[config.mk]
export PLATFORM = sky130hd
export DESIGN_NAME = reg_file
export DESIGN_NICKNAME = d
export VERILOG_FILES = /design/src/rtl/reg_file.sv
export SDC_FILE = /design/constraint.sdc
export NUM_CORES = 1
export LEC_CHECK = 0
export ABC_AREA = 1
export BUFFER_PORTS_ARGS = -buffer_cell sky130_fd_sc_hd__buf_2
export CAP_MARGIN = 10
export CORE_MARGIN = 1.5
export CORE_UTILIZATION = 55
export CTS_CLUSTER_SIZE = 40
export DETAILED_ROUTE_END_ITERATION = 8
export HOLD_SLACK_MARGIN = 0.1
export PLACE_DENSITY_LB_ADDON = 0.08
export SETUP_SLACK_MARGIN = 0.2
export SYNTH_ARGS = -nofsm -noshare
export SYNTH_HDL_FRONTEND = slang
export SYNTH_SLANG_ARGS = --single-unit
[constraint.sdc]
create_clock -name CLK -period 6.9 [get_ports CLK]
set_input_delay 0 -clock CLK [delete_from_list [all_inputs] [get_ports CLK]]
set_output_delay 0 -clock CLK [all_outputs]
set_load 0.02 [all_outputs]
[src/rtl/reg_file.sv]
// Two-read, one-write register file with registered read ports and write-through
// bypass. WCOUNT tracks committed writes modulo 256.
module reg_file #(
  parameter int DATA_W = 8,
  parameter int ADDR_W = 3
) (
  input  logic              CLK,
  input  logic              RESET,
  input  logic [DATA_W-1:0] IN,
  input  logic [ADDR_W-1:0] INADDRESS,
  input  logic              WRITE,
  input  logic [ADDR_W-1:0] OUT1ADDRESS,
  input  logic [ADDR_W-1:0] OUT2ADDRESS,
  output logic [DATA_W-1:0] OUT1,
  output logic [DATA_W-1:0] OUT2,
  output logic [7:0]        WCOUNT
);

  localparam int NREGS = 2 ** ADDR_W;

  logic [DATA_W-1:0] regs_q [NREGS];
  logic [DATA_W-1:0] regs_d [NREGS];
  logic [DATA_W-1:0] out1_q, out1_d;
  logic [DATA_W-1:0] out2_q, out2_d;
  logic [7:0]        wcount_q, wcount_d;

  function automatic logic [7:0] inc_wrap(input logic [7:0] v);
    return v + 8'd1;
  endfunction

  // Reads index the post-write array, so a same-edge write is forwarded to both ports.
  always_comb begin
    regs_d = regs_q;
    wcount_d = wcount_q;
    if (WRITE) begin
      regs_d[INADDRESS] = IN;
      wcount_d = inc_wrap(wcount_q);
    end
    out1_d = regs_d[OUT1ADDRESS];
    out2_d = regs_d[OUT2ADDRESS];
  end

  always_ff @(posedge CLK or posedge RESET) begin
    if (RESET) begin
      for (int i = 0; i < NREGS; i++) regs_q[i] <= '0;
      out1_q   <= '0;
      out2_q   <= '0;
      wcount_q <= '0;
    end else begin
      regs_q   <= regs_d;
      out1_q   <= out1_d;
      out2_q   <= out2_d;
      wcount_q <= wcount_d;
    end
  end

  assign OUT1   = out1_q;
  assign OUT2   = out2_q;
  assign WCOUNT = wcount_q;

endmodule

# Yosys cells after proc, flatten, opt, wreduce, memory -nomap -nowiden

Cells that the tools add are included.

Muxes and demuxes: 10
Add/subtract/negate cells: 1
Order comparisons: 4
Bitwise logic cells: 3
Reductions and logical operators: 1

Operator list:

| operator                                                                      | number |
|---|---|
| 64-bit bitwise mux                                                            | 1 |
| 64-bit 2-to-1 mux                                                             | 1 |
| 8-bit binary-select mux with 3-bit select                                     | 2 |
| 8-bit 2-to-1 mux                                                              | 5 |
| 8-bit demux with 3-bit select                                                 | 1 |
| 4-bit greater-or-equal comparator (second input constant)                     | 3 |
| 3-bit inverter with 4-bit output                                              | 3 |
| 8-bit by 1-bit adder with 8-bit output (second input constant)                | 1 |
| 4-bit by 1-bit less-than comparator with 1-bit output (second input constant) | 1 |
| 1-bit logical AND                                                             | 1 |

Logic and storage cells: 30
Bits of input ports: 20
Register bits: 88
Output and inout port bits: 24

# Depth between registers and ports, before layout

Word-level depth: 10
Gate-level depth with buffers: 10
Gate-level depth less buffers: 9

# Worst setup path before layout

OpenSTA, ideal clock, no wires.

Kind: register -> register
Start: register wcount_q[0] (netlist: WCOUNT[0])
End: register wcount_q[2] (netlist: WCOUNT[2])
Data required time: 6.837 ns
Clock period less this slack: 1.218 ns
Arrival time: 1.155 ns
Path slack: 5.682 ns
Path buffers: 0
Setup time: 0.063 ns
Cell stages (with the launch flop): 6
Path through: dfrtp_1 > ha_1 > nand3_1 > inv_1 > or2_2 > inv_1

Cells in the longest elaborated chain, start to end: 1

RTL lines:

| item                                   | line | text |
|---|---|---|
| start: declaration                     | 25   | `logic [7:0] wcount_q, wcount_d;` |
| start signal: assignment               | 53   | `wcount_q <= wcount_d;` |
| 8-bit by 1-bit adder with 8-bit output | 28   | `return v + 8'd1;` |

No other way between the ends.
A chain may end at the register's enable or synchronous reset.

# Worst setup path after layout

Start: input WRITE
End: register out1_q[4] (netlist: OUT1[4])

Cells in the longest elaborated chain, start to end: 4

RTL lines:

| item                                                | line | text |
|---|---|---|
| start: declaration                                  | 11   | `input logic WRITE,` |
| 64-bit 2-to-1 mux                                   | 35   | `if (WRITE) begin` |
| 8-bit binary-select mux with 3-bit select           | 39   | `out1_d = regs_d[OUT1ADDRESS];` |
| 8-bit 2-to-1 mux (implied by the code) (2 in a row) | 39   |  |
| named net out1_d[4]                                 | 23   | `logic [DATA_W-1:0] out1_q, out1_d;` |
| end signal: assignment                              | 51   | `out1_q <= out1_d;` |
| end: declaration                                    | 23   |  |

The timed path passes the listed nets, and every way through them passes these cells. The select of a mux whose other input is x is not followed.

==> run summary <==
Critical Path Max Stage Delay: 570 ps
Max-Cap Viols: 0
Total GRT Usage: 33.74%
R2R Setup Slk: 5610 ps
Hold Crit Endpoint: regs_q[19]$_DFF_PP0_
Layout Utilization: 63.26%
Die area: 9068 um^2
Drt wl/cell: 18.18 um
Core area: 8217 um^2
IO Port Bufs: 43
Crit-path cells: dlygate4sd3_1 -> buf_2 -> inv_1 -> nor2_4 -> nand2_1 -> nand2_1 -> nand3_1 -> nand3_1 -> nand2_1 -> nand2_1 -> nand2_1
R2R Path End: WCOUNT[7]$_DFFE_PP0P_
Crit path kind: in2reg
Critical Path AT: 2510 ps
Worst path bufs/invs: 3
DRT iter0 DRCs: 447
Vias per cell: 6.105
Largest net degree at the start of global routing: 65
Vias in the first global route: 4629
Die height: 95.23 um
Hold Vio Cnt, Final: 0
Path type of the worst min-delay path: in2reg
CP delay by family, top: simple AND/OR/NAND/NOR gates
GRT overflow: 0
RePlAce Congestion: 0.8819
Area contributors post-synth: dfrtp_1 (47%), nand3_1 (26%), nand2_1 (19%)
Number of CTS-inserted buffers: 9
Std-Cell Rows: 33
Clock tree root buffer cell: clkbuf_8
Async set or reset register ratio after synthesis: 100.0%
Clk_lat worst skew: 360 ps
Worst r2r path cells: 5
Unrepaired setup endpoints after global routing: no
Mapped Nets: 665
CP Data Required Time: 7150 ps
Synth cell count leaders: nand3_1 (242), nand2_1 (241), dfrtp_1 (88)
Worst-Margin Slew: 1160 ps
Via count: 4780
Status: complete, no violations
Initial antenna violation count: 0
Overall power: 1440 uW
Share of post-route cells with drive strength above 1: 10.32%
Post-synth cell types: 18
Post-Syn Area: 4678 um^2
Biggest area consumer among synthesized cells: dfrtp_1
Clock Skews: 13.60 ps
Setup violators final: 0
CTS tree: yes
First-pass GRT wire length: 22930 um
Post-synth top area share: 47.07%
Lkg Pwr: 0.002880 uW
Crit path time final: 2256 ps
Max Clock Freq: 443.2 MHz
Final net count: 694
Top-count cell post-synth: nand3_1
I/O Pins: 44
Clock Sink Count: 88
Die X: 95.23 um
Fillers: 748
CTS clk-pin slew, worst paths: 100 ps
Routed wire length: 14230 um
Peak supply drop: 139.9 uV
R2r startpoint: WCOUNT[2]$_DFFE_PP0P_
Post-route setup TNS: 0 ps
Number of synthesized flops with an enable pin: 0
Final number of max-transition violations: 0
Critical Path Slowest Stage Cell: nor2_4
Max Root-Sink Buffers: 2
Final period util: 32.70%
Ant. Diodes: 0
Critical path's most frequent cell: nand2_1
Crit path max fanout: 28
Crit start category: input pin
Ys Warns: 0
Initial cell density of the core: 56.94%
Top FF cell, synth: dfrtp_1
Seq cells post-synth: 88
Register area share after synthesis: 47.07%
DP HPWL: 9002 um
Worst Setup End Kind: flop
First-pass iteration count of the detailed router: 5
Max H-tree Level: 3
Pwr Density: 277.1 nW/um^2
Area delta synth->final: 11.10%
Final ANT Viol Nets: 0
Hold Crit Depth: 4
Min-delay src: INADDRESS[1]
Post-synthesis average cell area: 7.264 um^2
Slew HR: 22.59%
DRC: 0
Syn Inst Count: 644
Setup Fix Bufs, Post-CTS: 0
## how the worst max path moves through the flow
stage / startpoint / to / slack, ps / depth (start not counted)
after detailed placement: WRITE / OUT1[2]$_DFF_PP0_ / 4870 / 10
final: WRITE / OUT1[4]$_DFF_PP0_ / 4640 / 11
after global placement: WRITE / OUT1[2]$_DFF_PP0_ / 4840 / 10
after CTS: WRITE / OUT2[2]$_DFF_PP0_ / 4710 / 11
after floorplan: RESET / OUT1[0]$_DFF_PP0_ / 4620 / 1
after global routing: WRITE / OUT2[7]$_DFF_PP0_ / 4480 / 11
## final cells by class
cell class,count,area (um^2),area share [%]
multi-input combinational,501,2260,43.48
timing repair buffer,56,342.8,6.596
clock inverter,7,72.57,1.396
sequential,88,2202,42.37
inverter,17,65.06,1.252
clock buffer,9,123.9,2.383
tap,105,131.4,2.528
## power breakdown
part	internal [uW]	total, uW	switching, uW
Sequential	621	669	48.6
Combinational	132	408	276
Clock	167	362	195
## state kept, by name, indices dropped and copies added, names as in the netlist
name	flops
OUT1	8
WCOUNT	8
regs_q	64
OUT2	8
## worst reg2reg max path, cell delays in order (launching register included)
cell	delay (ps)
dfrtp_1	400
nand2_1	70
nor2_1	180
nand3_1	150
nor3_1	240
xor2_1	180
## cell families after synthesis
logic type / synth area share [%]
AOI/OAI and AO/OA: 0.1069
xor gates and xnor gates: 1.123
adders and majority gates: 0.2674
buffers and inverters: 4.627
DFF: 47.07
and+or+nand+nor: 46.80
## metal layers
metal | vias to the layer above | wire, um | GRT usage [%]
li1 | 2215 | - | -
met1 | 2248 | 5884 | 46.41
met2 | 287 | 6473 | 52.25
met3 | 30 | 1473 | 4.705
met4 | 0 | 400 | 16.42
met5 | - | 0 | 0
## timing repair
action / 4_1_cts / 5_1_grt
hold endpoints to repair: 109 / 0
hold buffers: 12 / 0
gates resized for setup: 0 / 0
## placed cells by master (no fill, tap or decap), drive strengths merged
master	count
dfrtp	88
ha	1
buf	44
nor2	7
or2	1
nand3	242
xor2	5
nor3	1
a21oi	1
clkinv	5
nand4	1
clkbuf	9
bufinv	1
xnor2	1
clkinvlp	2
nand2	241
dlygate4sd3	12
inv	16
## per-stage QoR
stage / hold WS (ps) / area, um^2 / setup WS, ps / instances
6_report: 104.9 / 5197 / 4644 / 783
4_1_cts: 103.9 / 5197 / 4713 / 783
5_1_grt: 130.9 / 5197 / 4477 / 783
3_5_place_dp: 13.25 / 4881 / 4869 / 755
3_3_place_gp: 20.76 / 4881 / 4841 / 755
2_1_floorplan: 227.6 / 4678 / 4621 / 644
Power figures use the tool's default switching activity.
